===== config.mk =====
export PLATFORM = sky130hd
export DESIGN_NAME = sonar_scheduler
export DESIGN_NICKNAME = d
export VERILOG_FILES = /design/src/rtl/sonar_pkg.sv /design/src/rtl/sonar_satcnt.sv /design/src/rtl/sonar_scheduler.sv
export SDC_FILE = /design/constraint.sdc
export NUM_CORES = 1
export LEC_CHECK = 0
export CAP_MARGIN = 40
export CORE_UTILIZATION = 25
export DETAILED_ROUTE_END_ITERATION = 8
export GPL_TIMING_DRIVEN = 0
export PLACE_DENSITY = 0.48
export SYNTH_ARGS = -nofsm -noshare
export SYNTH_HDL_FRONTEND = slang
export SYNTH_HIERARCHICAL = 1
export SYNTH_SLANG_ARGS = --single-unit

===== constraint.sdc =====
create_clock -name clock -period 2.7 [get_ports clock]
set_input_delay 0.27 -clock clock [delete_from_list [all_inputs] [get_ports clock]]
set_output_delay 0.27 -clock clock [all_outputs]
set_load 0.02 [all_outputs]

===== src/rtl/sonar_pkg.sv =====
// Shared types, default parameters and channel-selection helper for the sonar scheduler.
package sonar_pkg;

    typedef enum logic [2:0] {
        ST_IDLE,
        ST_TRIG,
        ST_WAIT_RISE,
        ST_MEASURE,
        ST_HOLDOFF
    } state_t;

    localparam int DEF_N_SENSORS      = 4;
    localparam int DEF_WIDTH          = 8;
    localparam int DEF_TRIG_CYCLES    = 2;
    localparam int DEF_RISE_TIMEOUT   = 50;
    localparam int DEF_HOLDOFF_CYCLES = 600;
    localparam int MAX_SENSORS        = 8;

    // Lowest enabled index strictly above cur; -1 when none. cur=-1 yields the lowest enabled.
    function automatic int next_enabled(input int cur, input logic [MAX_SENSORS-1:0] mask);
        int r;
        r = -1;
        for (int i = MAX_SENSORS - 1; i >= 0; i--) begin
            if (i > cur && mask[i]) r = i;
        end
        return r;
    endfunction

endpackage


===== src/rtl/sonar_satcnt.sv =====
// WIDTH-bit up-counter with synchronous clear and enable that sticks at all-ones.
module sonar_satcnt #(
    parameter int WIDTH = 8
) (
    input  logic             clock,
    input  logic             resetN,
    input  logic             clr,
    input  logic             en,
    output logic [WIDTH-1:0] cnt,
    output logic             sat
);

    assign sat = &cnt;

    always_ff @(posedge clock or negedge resetN) begin
        if (!resetN)          cnt <= '0;
        else if (clr)         cnt <= '0;
        else if (en && !sat)  cnt <= cnt + 1'b1;
    end

endmodule


===== src/rtl/sonar_scheduler.sv =====
// Round-robin trigger/echo-timing sequencer for N ultrasonic sensors sharing one counter.
// Build option: define SONAR_SCHED_SYNC_EN to add a two-flop synchronizer on every sEcho bit.
//
// state      | meaning
// IDLE       | waiting for start with a non-empty enable mask
// TRIG       | driving sTrigger[id] for TRIG_CYCLES cycles
// WAIT_RISE  | waiting up to RISE_TIMEOUT cycles for the echo to go high
// MEASURE    | counting echo high time, publish on fall or saturation
// HOLDOFF    | HOLDOFF_CYCLES quiet cycles, then next enabled channel
module sonar_scheduler
    import sonar_pkg::*;
#(
    parameter int N_SENSORS      = DEF_N_SENSORS,
    parameter int WIDTH          = DEF_WIDTH,
    parameter int TRIG_CYCLES    = DEF_TRIG_CYCLES,
    parameter int RISE_TIMEOUT   = DEF_RISE_TIMEOUT,
    parameter int HOLDOFF_CYCLES = DEF_HOLDOFF_CYCLES
) (
    input  logic                         clock,
    input  logic                         resetN,
    input  logic                         start,
    input  logic                         continuous,
    input  logic [N_SENSORS-1:0]         enMask,
    input  logic [N_SENSORS-1:0]         sEcho,
    output logic [N_SENSORS-1:0]         sTrigger,
    output logic [WIDTH-1:0]             meas,
    output logic [$clog2(N_SENSORS)-1:0] measId,
    output logic                         measValid,
    output logic                         measTimeout,
    output logic                         measSat,
    output logic                         busy
);

    localparam int ID_W    = $clog2(N_SENSORS);
    localparam int TMR_MAX = (HOLDOFF_CYCLES > RISE_TIMEOUT)
                           ? ((HOLDOFF_CYCLES > TRIG_CYCLES) ? HOLDOFF_CYCLES : TRIG_CYCLES)
                           : ((RISE_TIMEOUT > TRIG_CYCLES) ? RISE_TIMEOUT : TRIG_CYCLES);
    localparam int TMR_W   = $clog2(TMR_MAX + 1);
    localparam logic [N_SENSORS-1:0] ONE_HOT0 = N_SENSORS'(1);

    logic [N_SENSORS-1:0]   echo_s;
    state_t                 state;
    logic [ID_W-1:0]        id;
    logic [TMR_W-1:0]       tmr;
    logic [MAX_SENSORS-1:0] mask_ext;
    int                     nxt_above;
    int                     nxt_low;
    logic                   echo;
    logic                   cnt_clr;
    logic                   cnt_en;
    logic [WIDTH-1:0]       cnt;
    logic                   cnt_sat;

`ifdef SONAR_SCHED_SYNC_EN
    logic [N_SENSORS-1:0] echo_m;

    always_ff @(posedge clock or negedge resetN) begin
        if (!resetN) begin
            echo_m <= '0;
            echo_s <= '0;
        end else begin
            echo_m <= sEcho;
            echo_s <= echo_m;
        end
    end
`else
    assign echo_s = sEcho;
`endif

    always_comb begin
        mask_ext                = '0;
        mask_ext[N_SENSORS-1:0] = enMask;
        nxt_above               = next_enabled(int'(id), mask_ext);
        nxt_low                 = next_enabled(-1, mask_ext);
    end

    assign echo    = echo_s[id];
    assign busy    = (state != ST_IDLE);
    assign cnt_clr = (state == ST_IDLE) || (state == ST_TRIG) || (state == ST_HOLDOFF);
    assign cnt_en  = echo && ((state == ST_WAIT_RISE) || (state == ST_MEASURE));

    // The rise edge in WAIT_RISE already counts as the first high cycle.
    sonar_satcnt #(.WIDTH(WIDTH)) u_echo_cnt (
        .clock  (clock),
        .resetN (resetN),
        .clr    (cnt_clr),
        .en     (cnt_en),
        .cnt    (cnt),
        .sat    (cnt_sat)
    );

    always_ff @(posedge clock or negedge resetN) begin
        if (!resetN) begin
            state       <= ST_IDLE;
            id          <= '0;
            tmr         <= '0;
            sTrigger    <= '0;
            meas        <= '0;
            measId      <= '0;
            measValid   <= 1'b0;
            measTimeout <= 1'b0;
            measSat     <= 1'b0;
        end else begin
            measValid <= 1'b0;
            case (state)
                ST_IDLE: begin
                    if (start && (enMask != '0)) begin
                        id       <= ID_W'(nxt_low);
                        sTrigger <= ONE_HOT0 << ID_W'(nxt_low);
                        tmr      <= TMR_W'(TRIG_CYCLES - 1);
                        state    <= ST_TRIG;
                    end
                end
                ST_TRIG: begin
                    if (tmr == '0) begin
                        sTrigger <= '0;
                        tmr      <= TMR_W'(RISE_TIMEOUT - 1);
                        state    <= ST_WAIT_RISE;
                    end else begin
                        tmr <= tmr - 1'b1;
                    end
                end
                ST_WAIT_RISE: begin
                    if (echo) begin
                        state <= ST_MEASURE;
                    end else if (tmr == '0) begin
                        meas        <= '0;
                        measId      <= id;
                        measTimeout <= 1'b1;
                        measSat     <= 1'b0;
                        measValid   <= 1'b1;
                        tmr         <= TMR_W'(HOLDOFF_CYCLES - 1);
                        state       <= ST_HOLDOFF;
                    end else begin
                        tmr <= tmr - 1'b1;
                    end
                end
                ST_MEASURE: begin
                    if (!echo || cnt_sat) begin
                        meas        <= cnt;
                        measId      <= id;
                        measTimeout <= 1'b0;
                        measSat     <= echo;
                        measValid   <= 1'b1;
                        tmr         <= TMR_W'(HOLDOFF_CYCLES - 1);
                        state       <= ST_HOLDOFF;
                    end
                end
                ST_HOLDOFF: begin
                    if (tmr != '0) begin
                        tmr <= tmr - 1'b1;
                    end else if (nxt_above >= 0) begin
                        id       <= ID_W'(nxt_above);
                        sTrigger <= ONE_HOT0 << ID_W'(nxt_above);
                        tmr      <= TMR_W'(TRIG_CYCLES - 1);
                        state    <= ST_TRIG;
                    end else if (continuous && (enMask != '0)) begin
                        id       <= ID_W'(nxt_low);
                        sTrigger <= ONE_HOT0 << ID_W'(nxt_low);
                        tmr      <= TMR_W'(TRIG_CYCLES - 1);
                        state    <= ST_TRIG;
                    end else begin
                        state <= ST_IDLE;
                    end
                end
                default: state <= ST_IDLE;
            endcase
        end
    end

endmodule


# --- After elaboration in Yosys (flattened, before gate mapping) ---
# Cells that the tools add are included.
totals:
  ff_bits: 40
  latchBits: 0
  ramBits: 0
  mem_bits_ro: 0
  in_bits: 12
  out_inout_bits: 18
  word_cells: 120
  mem_count: 0
classes:
  add_sub_neg: 2
  multipliers: 0
  n_div: 0
  magnitude_cmp: 5
  eq_ne: 13
  shifts: 2
  n_mux: 59
  n_bitwise: 0
  n_reduce_logical: 29
op_table:
  columns: ["operator", "count"]
  rows:
  - ["32-bit 2-to-1 mux", 3]
  - ["10-bit 2-to-1 mux", 8]
  - ["10-bit one-hot mux with 5 select lines", 1]
  - ["8-bit 2-to-1 mux", 5]
  - ["32-bit by 1-bit >= comparator with 1-bit output (second input constant)", 1]
  - ["2-bit 2-to-1 mux", 10]
  - ["4-bit 2-to-1 mux", 5]
  - ["3-bit 2-to-1 mux", 6]
  - ["8-bit one-hot mux with 2 select lines", 1]
  - ["3-bit one-hot mux with 5 select lines", 1]
  - ["5-bit AND reduction", 3]
  - ["1-bit 2-to-1 mux", 12]
  - ["4-bit one-hot mux with 3 select lines", 1]
  - ["10-bit logical NOT", 1]
  - ["10-bit nonzero test", 1]
  - ["10-bit by 1-bit subtractor with 10-bit output (second input constant)", 1]
  - ["8-bit by 1-bit adder with 8-bit output (second input constant)", 1]
  - ["2-bit by 1-bit != test with 1-bit output (second input constant)", 4]
  - ["2-bit one-hot mux with 2 select lines", 2]
  - ["4-bit AND reduction", 2]
  - ["8-bit AND reduction", 1]
  - ["1-bit by 2-bit << shifter with 4-bit output (first input constant)", 2]
  - ["1-bit logical AND", 7]
  - ["3-bit by 2-bit equality test with 1-bit output (second input constant)", 2]
  - ["other kinds (18)", 29]

# --- Longest topological paths before layout ---
# Gate-level depths: netlist of the first run.
depth:
  word_depth: 9
  ltp_mapped: 10
  depth_no_buf: 9

# --- Hierarchy ---
# The synthesis of the first run kept the hierarchy.
by_module_without_submodules:
  columns: ["mod", "instances", "cells_each", "area_each_um2", "seq_area_each_um2"]
  rows:
  - ["sonar_scheduler", 1, 217, 1965.6, 800.8]
  - ["sonar_satcnt", 1, 45, 475.5, 200.2]

# --- Worst setup path before layout of the first run ---
# No wires, ideal clock.
synth_path:
  path_type: "flip-flop to flip-flop"
  start: "reg tmr[0]"
  end: "reg tmr[8]"
  setup_ps: 128
  arrival_ps: 1825
  t_required_ps: 2572
  setup_slack_ps: 747
  stages_incl_launch_ff: 9
  path_buffers: 0
  period_less_slack_ps: 1953
  cell_sequence: "dfrtp_1 -> inv_1 -> ha_1 -> nand2b_1 -> or3_1 -> or4_1 -> nor2b_1 -> o21ai_0 -> o31ai_1"
synth_between:
  elab_chain_len: 4
  word_cells_on_any_way: 10
  cone_classes: "add/sub: 1; eq/ne: 1; mux: 5; reduce/logical: 3"
synth_lines:
  columns: ["item", "line_no", "text"]
  rows:
  - ["start, declared", "sonar_scheduler.sv:44", "logic [TMR_W-1:0] tmr;"]
  - ["start signal, assigned", "sonar_scheduler.sv:110", "tmr <= TMR_W'(TRIG_CYCLES - 1);"]
  - ["start signal, assigned", "sonar_scheduler.sv:117", "tmr <= TMR_W'(RISE_TIMEOUT - 1);"]
  - ["start signal, assigned", "sonar_scheduler.sv:120", "tmr <= tmr - 1'b1;"]
  - ["10-bit by 1-bit subtractor with 10-bit output / 10-bit logical NOT (equally long branches)", null, null]
  - ["10-bit 2-to-1 mux", "sonar_scheduler.sv:126", "end else if (tmr == '0) begin"]
  - ["10-bit 2-to-1 mux", "sonar_scheduler.sv:124", "if (echo) begin"]
  - ["10-bit one-hot mux with 5 select lines", "sonar_scheduler.sv:105", "case (state)"]
# Several ways; a longest one is shown, not always the timed one. The select of a mux whose other input is x is not followed.
# A chain may end at the register's enable or synchronous reset.

# --- Final worst setup path of the first run ---
layout_path:
  start: "reg state[2]"
  end: "out busy"
layout_between:
  elab_chain_len: 1
layout_lines:
  columns: ["item", "line_no", "text"]
  rows:
  - ["start, declared", "sonar_scheduler.sv:42", "state_t state;"]
  - ["start signal, assigned", "sonar_scheduler.sv:94", "state <= ST_IDLE;"]
  - ["start signal, assigned", "sonar_scheduler.sv:111", "state <= ST_TRIG;"]
  - ["start signal, assigned", "sonar_scheduler.sv:118", "state <= ST_WAIT_RISE;"]
  - ["3-bit nonzero test", "sonar_scheduler.sv:78", "assign busy = (state != ST_IDLE);"]
  - ["end, declared", "sonar_scheduler.sv:31", "output logic busy"]
# Every way passes these cells.

==> results of run 1 <==
-- flip-flops by register name, indices dropped and copies added, names as in the netlist, 2 cells and up --
| signal | count |
|---|---|
| meas | 8 |
| measId | 2 |
| state | 3 |
| u_echo_cnt/cnt | 8 |
| tmr | 10 |
| sTrigger | 4 |
| id | 2 |
-- kinds of logic (layout without fill, tap and decap cells) --
logic type | after synthesis | in the layout | share of synthesized area [%]
simple gates | 100 | 100 | 23.2
compound gates | 86 | 86 | 24.0
flops | 40 | 40 | 41.0
buf+inv | 21 | 61 | 4.46
mux | 10 | 10 | 5.13
fa+ha+maj | 3 | 3 | 1.54
xor+xnor | 2 | 2 | 0.718
-- Yosys cell counts, drive strengths merged (2+ instances only) --
library cell	instances
o21ai	23
nor3	8
mux2	7
or4	2
a211oi	3
mux2i	2
and4	2
and4b	2
a21oi	24
nand3	6
nor2	18
and3	2
or3	3
and2	2
nand2	28
clkbuf	7
nor2b	10
a31oi	5
ha	3
nor4	3
o32a	2
dfrtp	40
buf	5
nand4b	2
inv	9
nand4	4
o21bai	4
a22o	9
nand2b	6
o31ai	6
-- metrics by stage --
step	utilization [%]	worst slack, ns
2_1_floorplan	-	0.747
3_3_place_gp	31.0	0.163
3_5_place_dp	31.3	0.186
4_1_cts	32.6	0.261
5_1_grt	32.6	0.136
6_report	32.6	0.266
-- power by group through the flow --
stage          clock, µW  sequential [µW]  combinational (µW)
2_1_floorplan          0             1050                1310
3_3_place_gp           0              998                1920
3_5_place_dp           0             1000                1920
4_1_cts              522              992                1930
5_1_grt              543             1020                2140
6_report             506              989                1920
-- layer usage --
metal / share of wire [%] / vias to the layer above / wire, µm
li1: - / 1050 / -
met5: 0 / - / 0
met3: 2.7 / 2 / 157
met2: 44 / 32 / 2600
met1: 52 / 984 / 3070
met4: 0.70 / 0 / 41
-- critical path, cell delays in order, from the launching register on --
cell and delay [ns]:
dfrtp_1 0.33, clkbuf_1 0.30, clkbuf_1 0.41, or3_1 0.20, clkdlybuf4s50_1 0.62
-- layout by cell type (no fill, tap or decap), drive strengths merged, types with 2 or more instances in the layout --
| master | Yosys | layout |
|---|---|---|
| nand3 | 6 | 6 |
| ha | 3 | 3 |
| and3 | 2 | 2 |
| nor2 | 18 | 18 |
| nand4b | 2 | 2 |
| a31oi | 5 | 5 |
| inv | 9 | 10 |
| a22o | 9 | 9 |
| or3 | 3 | 3 |
| nand4 | 4 | 4 |
| nand2b | 6 | 6 |
| clkbuf | 7 | 12 |
| nand2 | 28 | 28 |
| mux2i | 2 | 2 |
| o21bai | 4 | 4 |
| nor4 | 3 | 3 |
| and4 | 2 | 2 |
| o32a | 2 | 2 |
| mux2 | 7 | 7 |
| a211oi | 3 | 3 |
| dfrtp | 40 | 40 |
| and2 | 2 | 2 |
| or4 | 2 | 2 |
| nor2b | 10 | 10 |
| o31ai | 6 | 6 |
| and4b | 2 | 2 |
| a21oi | 24 | 24 |
| o21ai | 23 | 23 |
| nor3 | 8 | 8 |
| buf | 5 | 8 |
| clkdlybuf4s50 | 0 | 28 |
-- worst min path at each step --
| stage | depth (start not counted) | endpoint | start |
|---|---|---|---|
| 2_1_floorplan | 0 | id[0] | resetN |
| 3_3_place_gp | 1 | meas[0] | meas[0] |
| 3_5_place_dp | 1 | tmr[7] | resetN |
| 4_1_cts | 2 | u_echo_cnt/cnt[6] | resetN |
| 5_1_grt | 2 | u_echo_cnt/cnt[6] | resetN |
| 6_report | 2 | tmr[7] | resetN |
-- cell type report --
| cell class | count | area, µm² | share of cell area [%] |
|---|---|---|---|
| multi-input combinational | 201 | 1330 | 43.7 |
| sequential | 40 | 1000 | 32.9 |
| timing repair buffer | 32 | 327 | 10.7 |
| tap | 129 | 161 | 5.30 |
| buffer | 12 | 75.1 | 2.47 |
| clock buffer | 5 | 68.8 | 2.26 |
| clock inverter | 3 | 46.3 | 1.52 |
| inverter | 9 | 33.8 | 1.11 |
-- what timing repair did --
| item | in CTS | in global routing |
|---|---|---|
| endpoints found under the setup margin | 0 | 0 |
| hold buffers | 1 | 0 |
| endpoints found under the hold margin | 19 | 0 |
==> metrics.cfg, run 1 <==
[outcome]
status = finished clean

[global_routing]
grt_start_max_net_pins = 22
grt_pass1_wl_um = 10300
grt_antenna_before_repair = 0
gr-total-overflow = 0
use_met3_pct = 4.09
gr-usage-met2_pct = 18.2
grt_pass1_vias = 1999
gr-usage-all-layers_pct = 12.9
grt_busiest_layer = met1
grtUsageMet1_pct = 19.0

[drt]
ant_nets = 0
vias_per_cell = 4.80
first_pass_iters = 4
first_iter_violations = 109
avgRoutedWirePerCell_um = 13.6
wl_um = 5870
drc = 0
via_count = 2068

[critical_path]
cp-endpoint = busy
rr_worst_depth = 5
cp.arrival_ns = 2.16
crit_path_start_kind = flip-flop
r2r_start = id[1]
reg2reg_slack_ns = 0.54
critPathKind = flip-flop to output pin
critPathLaunch = state[2]
critical_path_required_ns = 2.43
r2r_end = u_echo_cnt/cnt[0]
crit_path_end_kind = output pin
path_max_fanout = 10

[timing]
final_max_slew_viol_count = 0
hold_violations = 0
slew-limit-headroom_pct = 64.9
fin_tns_setup_ns = 0
finalClockSkew_ns = 0.0155
hold_ws_ns = 0.501
tightest_slew_ns = 0.525
setup_viol = 0
fin_crit_sh_pct = 90.2
fin_crit_ns = 2.43
rsz0062_at_grt = no
fmax_ghz = 0.411

[power_and_ir_drop]
internal_power_uw = 1890
p_total_uw = 3420
power_leakage_uw = 0.00126
pwr-share-seq_pct = 29.0
clockPowerShare_pct = 14.8
combPwrFrac_pct = 56.2
switching_power_uw = 1520
ir_drop_uv = 443
p_per_area_nw_per_um2 = 1120
swShare_pct = 44.6

[yosys]
syn_nets = 277
synth_edf_count = 0
netlist.top_cell.by_area = dfrtp_1
ys_ff_latch = 40
yosysSeqAreaShare_pct = 41.0
synthCells = 262
ys_types = 60
avgSynthCellArea_um2 = 9.32
synthFlopType = dfrtp_1
async_flop_share_pct = 100
netlist_area_um2 = 2440
yosys_warnings = 6
synth_top_area_share_pct = 41.0
synth_top_cells_by_area = dfrtp_1, a21oi_1, nand2_1

[place]
portBuffers = 29
place.gp.congestion = 0.766
place_area_um2 = 2920
dp.cells = 422
place_hpwl_um = 4350

[clocking]
htreeDepth = 2
clockBufferDepth = 2
cts_num_sinks = 40
postCtsSetupRepairBufs = 0
clock_latency_ns = 0.30
cts_tree = done
clkTransAtPathRegs_ns = 0.09
root_buffer = clkbuf_8
cts_buffers = 5
post_cts_resized = 0

[die]
start_util_pct = 26.2
rows = 35
die_w_um = 101
io_pins = 30
die_height_um = 101
fp.coreArea_um2 = 9330
die_area_um2 = 10200

[cells_and_area]
antenna_cells = 0
drive_gt1_share_pct = 13.2
instances_no_fill = 431
fillCellCount = 950
syn_to_final_growth_pct = 24.7
nets = 316
final_cell_area_um2 = 3040

[run]
drv_cap = 0

[worst_hold_path]
hp-class = input port to asynchronous set/reset pin

Power figures use the tool's default switching activity.
==> run 2, diff against run 1 <==
- CTS_BUF_LIST: default -> sky130_fd_sc_hd__clkbuf_4 sky130_fd_sc_hd__clkbuf_8
- DONT_BUFFER_PORTS: default -> 1
- PLACE_DENSITY: 0.48 -> 0.44
- SLEW_MARGIN: default -> 20
==> run 2 against run 1 <==
Effect of this change:
- non-clock buffer count shrank 29
- power shrank 7.5%
- critical path depth grew 4
- count of clock-buffer cells in the layout is the same
- via count shrank 3.6%
- cell area shrank 10%
- cell count shrank 7.0%
- clock power shrank 23%
- sequential share of layout area grew 3.8 points
- largest cell class unchanged
- highest routed layer unchanged
==> metrics.cfg, run 2 (synthesis results as in run 1) <==
[timing]
fin_crit_sh_pct = 79.4  ; -11 points
fmax_ghz = 0.466  ; +13%
setup_ws_ns = 0.555  ; +0.289 ns
slew-limit-headroom_pct = 63.7  ; -1.2 points
rsz0062_at_grt = no
fin_crit_ns = 2.15  ; -0.289 ns
fin_tns_setup_ns = 0  ; unchanged
hold_violations = 0  ; unchanged
tightest_slew_ns = 0.543  ; +0.0181 ns
setup_viol = 0  ; unchanged
finalClockSkew_ns = 0.00868  ; -0.00683 ns
final_max_slew_viol_count = 0  ; unchanged
hold_ws_ns = 0.170  ; -0.331 ns

[cells_and_area]
largest_reg_flops = 10  ; unchanged
final_cell_area_um2 = 2730  ; -10%
regMostFlops = tmr
nets = 287  ; -9.2%
layout_commonest_cell = dfrtp_1
mostFrequentLayoutCells = dfrtp_1, nand2_1, a21oi_1, nor2_1, o21ai_0
fillCellCount = 974  ; +2.5%
syn_to_final_growth_pct = 11.6
top_regs = tmr x10, meas x8, u_echo_cnt/cnt x8
antenna_cells = 0  ; unchanged
drive_gt1_share_pct = 14.0  ; +0.73 points

[die]
die_w_um = 101  ; unchanged
rows = 35  ; unchanged
die_height_um = 101  ; unchanged
io_pins = 30  ; unchanged
start_util_pct = 26.2  ; unchanged
fp.coreArea_um2 = 9330  ; unchanged
die_area_um2 = 10200  ; unchanged

[clocking]
cts_buffers = 5  ; unchanged
cts_num_sinks = 40  ; unchanged
clkTransAtPathRegs_ns = 0.08  ; about the same
clock_latency_ns = 0.29  ; about the same
cts_tree = done
htreeDepth = 2  ; unchanged
root_buffer = clkbuf_8
clockBufferDepth = 2  ; unchanged

[drt]
ant_nets = 0  ; unchanged
avgRoutedWirePerCell_um = 15.6  ; +14%
first_iter_violations = 99  ; -9.2%
drc = 0  ; unchanged
vias_per_cell = 4.97  ; +3.6%
wl_um = 6250  ; +6.5%
via_count = 1994  ; -3.6%
first_pass_iters = 4  ; unchanged

[run]
drv_cap = 0  ; unchanged

[critical_path]
cpMaxStageDelayCell = dfrtp_1
cp_slowest_stage_delay_ns = 0.47  ; -0.15 ns
cp.arrival_ns = 2.33  ; +0.17 ns
path_buf_inv = 2  ; -1
path_max_fanout = 10  ; unchanged
critical_path_required_ns = 2.89  ; +0.46 ns
critPathKind = flip-flop to flip-flop
crit_path_end_kind = flip-flop
path_cells = nor4_4 -> and4b_1 -> buf_4 -> nor2_1 -> o21ai_2 -> nand2_2 -> buf_6 -> a22o_1
crit_family = simple AND/OR/NAND/NOR gates
crit_path_start_kind = flip-flop

[worst_hold_path]
hp-class = input port to flip-flop

[place]
place_hpwl_um = 4440  ; +2.1%
dp_slack_ns = 0.538  ; +0.352 ns
place.gp.congestion = 0.771  ; +0.71%
place_area_um2 = 2610  ; -11%
portBuffers = 0  ; -100%

[global_routing]
grt_pass1_wl_um = 10600  ; +2.7%
gr-usage-all-layers_pct = 13.4  ; +0.52 points
grt_pass1_vias = 2059  ; +3.0%
gr-total-overflow = 0  ; unchanged
grt_start_max_net_pins = 41  ; +86%
grt_antenna_before_repair = 0  ; unchanged

[outcome]
status = finished clean

[power_and_ir_drop]
ir_drop_uv = 463  ; +4.4%
p_per_area_nw_per_um2 = 1160  ; +3.3%
power_leakage_uw = 0.00114  ; -9.7%

## run 2: cell types whose count changed in the layout (fill, tap and decap cells not counted), sizes merged
cell,previous run,this run
buf,8,7
clkdlybuf4s50,28,0
inv,10,9
clkinv,0,1
bufinv,1,0
## run 2: per-stage QoR
step | utilization, % | total power (µW) | std cells
3_3_place_gp | 27.9 | 2750 | 391
4_1_cts | 29.2 | 3190 | 401
2_1_floorplan | - | 2350 | 262
5_1_grt | 29.2 | 3460 | 401
6_report | 29.2 | 3160 | 401
3_5_place_dp | 27.9 | 2770 | 392
## run 2: area by class of cell
cell class	instances	area, µm²	share of cell area (%)
timing repair buffer	3	41.3	1.52
clock buffer	5	68.8	2.53
multi-input combinational	201	1330	48.9
tap	129	161	5.92
buffer	12	75.1	2.75
sequential	40	1000	36.7
clock inverter	2	12.5	0.459
inverter	9	33.8	1.24
## run 2: path summary, 6_finish.rpt
kind	start	end	slack, ns	depth (start not counted)
max	tmr[5]	meas[3]	0.55	8
min	enMask[0]	sTrigger[0]	0.17	2
min reg2reg	tmr[1]	tmr[1]	0.52	2
max in group asynchronous	resetN	tmr[0]	2.02	2
min in group asynchronous	resetN	id[1]	0.49	2
max reg2reg	tmr[5]	meas[3]	0.55	8
## run 2: per-layer routing
| layer | vias up | track usage [%] | routed length (µm) |
|---|---|---|---|
| met2 | 33 | 20.9 | 2800 |
| li1 | 985 | - | - |
| met4 | 0 | 5.02 | 108 |
| met5 | - | 0 | 0 |
| met3 | 7 | 2.84 | 185 |
| met1 | 969 | 18.3 | 3160 |
## run 2: power by group
group	total, µW	switching, µW	internal (µW)
registers	1090	295	797
clock network	391	216	175
logic	1670	1000	674
total	3160	1510	1650
## run 2: timing repair
item,4_1_cts,5_1_grt
hold endpoints to repair,40,0
hold buffers,2,0
resized for setup,0,0
buffers inserted,0,0
==> run 3, diff against run 2 <==
- PLACE_DENSITY: 0.44 -> 0.46
- clock period: 2.7 -> 1.9 ns (I/O delays scaled with it)
==> run 3 against run 2 <==
Effect of this change:
- the run now ends with negative setup slack left
- global-route usage increased by 0.28 points
- count of clock-buffer cells in the layout increased by 2
- worst setup slack got worse by 0.66 ns
- combinational power increased by 96%
- clock power increased by 97%
- wire length increased by 6.5%
- core utilization increased by 4.8 points
- clock skew about the same
- non-clock buffer count increased by 22
- die area unchanged
- worst hold slack got worse by 0.056 ns
- critical endpoint is now meas[4]
==> metrics.cfg, run 3 (synthesis results as in run 1) <==
[outcome]
status = complete, but fails checks
violations = negative setup slack

[drt]
first_iter_violations = 129  ; +30%
first_pass_iters = 4  ; unchanged
vias_per_cell = 4.95  ; -0.49%
ant_nets = 0  ; unchanged
avgRoutedWirePerCell_um = 15.7  ; +0.76%
via_count = 2098  ; +5.2%
drc = 0  ; unchanged
wl_um = 6660  ; +6.5%

[critical_path]
crit_path_end_kind = flip-flop
cp.arrival_ns = 2.19  ; -0.14 ns
critical_path_required_ns = 2.09  ; -0.80 ns
path_cells = nor4_4 -> and4b_1 -> buf_6 -> nor2_4 -> o21ai_4 -> nand2_4 -> buf_6 -> a22o_1
crit_family = simple AND/OR/NAND/NOR gates
crit_path_start_kind = flip-flop
cp_common_cell = buf_6
r2r_end = meas[4]
r2r_start = tmr[6]
cpMaxStageDelayCell = dfrtp_2
rr_worst_depth = 8  ; unchanged
path_buf_inv = 2  ; unchanged
reg2reg_slack_ns = -0.10  ; -0.66 ns
critPathKind = flip-flop to flip-flop
cp_slowest_stage_delay_ns = 0.43  ; -0.04 ns
path_max_fanout = 5  ; -5

[clocking]
clkTransAtPathRegs_ns = 0.08  ; about the same
clock_latency_ns = 0.29  ; about the same
cts_buffers = 5  ; unchanged
root_buffer = clkbuf_8
cts_num_sinks = 40  ; unchanged
cts_tree = done
htreeDepth = 2  ; unchanged
clockBufferDepth = 2  ; unchanged

[cells_and_area]
layout_commonest_cell = dfrtp_1
final_cell_area_um2 = 3170  ; +16%
seq_area_um2 = 1000  ; +0.37%
largest_reg_flops = 10  ; unchanged
nets = 309  ; +7.7%
top_regs = tmr x10, meas x8, u_echo_cnt/cnt x8
syn_to_final_growth_pct = 29.8
instances_no_fill = 424  ; +5.7%
mostFrequentLayoutCells = dfrtp_1, nand2_1, a21oi_1, buf_4, nor2_1
regMostFlops = tmr
antenna_cells = 0  ; unchanged
drive_gt1_share_pct = 34.2  ; +20 points
multi_input_area_um2 = 1520  ; +14%
fillCellCount = 960  ; -1.4%

[worst_hold_path]
hp-class = input port to flip-flop
min_to = sTrigger[0]
hold_depth = 2  ; unchanged
worstHoldStart = enMask[0]

[timing]
final_max_slew_viol_count = 0  ; unchanged
rsz0062_at_grt = yes
tightest_slew_ns = 0.511  ; -0.0322 ns
setup_ws_ns = -0.101  ; -0.656 ns
slew-limit-headroom_pct = 66.0  ; +2.3 points
hold_ws_ns = 0.114  ; -0.0560 ns
fmax_ghz = 0.500  ; +7.2%
fin_crit_sh_pct = 105  ; +26 points
setup_viol = 24  ; +24
fin_crit_ns = 2.00  ; -0.144 ns
finalClockSkew_ns = 0.00822  ; -0.000462 ns
hold_violations = 0  ; unchanged

[die]
fp.coreArea_um2 = 9330  ; unchanged
die_area_um2 = 10200  ; unchanged
io_pins = 30  ; unchanged
start_util_pct = 26.2  ; unchanged
die_height_um = 101  ; unchanged
rows = 35  ; unchanged
die_w_um = 101  ; unchanged

[power_and_ir_drop]
pwr-share-seq_pct = 28.4  ; -6.2 points
power_leakage_uw = 0.00135  ; +18%
swShare_pct = 44.7  ; -3.1 points
internal_power_uw = 3120  ; +89%
clockPowerShare_pct = 13.6  ; +1.2 points
p_per_area_nw_per_um2 = 1780  ; +54%
p_total_uw = 5640  ; +79%
switching_power_uw = 2520  ; +67%
combPwrFrac_pct = 57.9  ; +4.9 points
ir_drop_uv = 759  ; +64%

[place]
place_hpwl_um = 4330  ; -2.3%
dp_slack_ns = -0.262  ; -0.800 ns
place.gp.congestion = 0.776  ; +0.61%
portBuffers = 0  ; unchanged
dp.cells = 392  ; unchanged
place_area_um2 = 2610  ; about the same

[global_routing]
grt_pass1_vias = 2062  ; +0.15%
grt_pass1_wl_um = 10800  ; +2.7%
grt_start_max_net_pins = 41  ; unchanged
gr-total-overflow = 0  ; unchanged
gr-usage-all-layers_pct = 13.7  ; +0.28 points
grt_antenna_before_repair = 0  ; unchanged

[run]
drv_cap = 0  ; unchanged

## run 3: cell types whose count changed in the layout (fill, tap and decap cells not counted), sizes merged
cell	previous run	this run
clkinvlp	1	0
bufinv	0	1
buf	7	33
clkbuf	12	10
clkinv	1	0
## run 3: repair_timing
action,CTS,global route
hold buffers,2,0
pin swaps,20,12
gates cloned,1,1
gates resized for setup,28,45
buffers inserted,17,4
setup endpoints to repair,38,38
endpoints found under the hold margin,40,0
## run 3: per-stage QoR
step	util [%]	TNS [ns]
6_report	34.0	-1.36
2_1_floorplan	-	0
4_1_cts	32.3	-1.05
3_5_place_dp	28.0	-6.65
5_1_grt	34.0	-2.80
3_3_place_gp	27.9	-7.78
## run 3: routing by layer
| layer | up-vias | GRT usage, % | wire length [µm] |
|---|---|---|---|
| li1 | 1035 | - | - |
| met3 | 2 | 2.91 | 235 |
| met4 | 0 | 3.34 | 36 |
| met5 | - | 0 | 0 |
| met1 | 1024 | 19.4 | 3300 |
| met2 | 37 | 21.3 | 3090 |
## run 3: area by class of cell
cell class / count / share of cell area [%]
Inverter: 9 / 1.07
Clock buffer: 7 / 3.04
Timing Repair Buffer: 26 / 7.50
Multi-Input combinational cell: 201 / 48.0
Buffer: 11 / 2.61
Sequential cell: 40 / 31.7
Clock inverter: 1 / 0.947
Tap cell: 129 / 5.09
## run 3: worst max path at each step
stage | from | to | slack, ns | depth (start not counted)
after floorplan | tmr[6] | measSat | 0.008 | 8
after global placement | state[2] | state[0] | -0.33 | 5
after detailed placement | id[1] | u_echo_cnt/cnt[0] | -0.26 | 5
after CTS | tmr[6] | measSat | -0.07 | 8
after global routing | tmr[6] | meas[4] | -0.15 | 8
final | tmr[6] | meas[4] | -0.10 | 8
## run 3: power groups by stage
stage | clock (µW) | sequential (µW) | combinational [µW]
6_report | 770 | 1600 | 3270
5_1_grt | 833 | 1650 | 3580
4_1_cts | 797 | 1550 | 2900
3_5_place_dp | 0 | 1560 | 2350
3_3_place_gp | 0 | 1570 | 2340
2_1_floorplan | 0 | 1490 | 1860
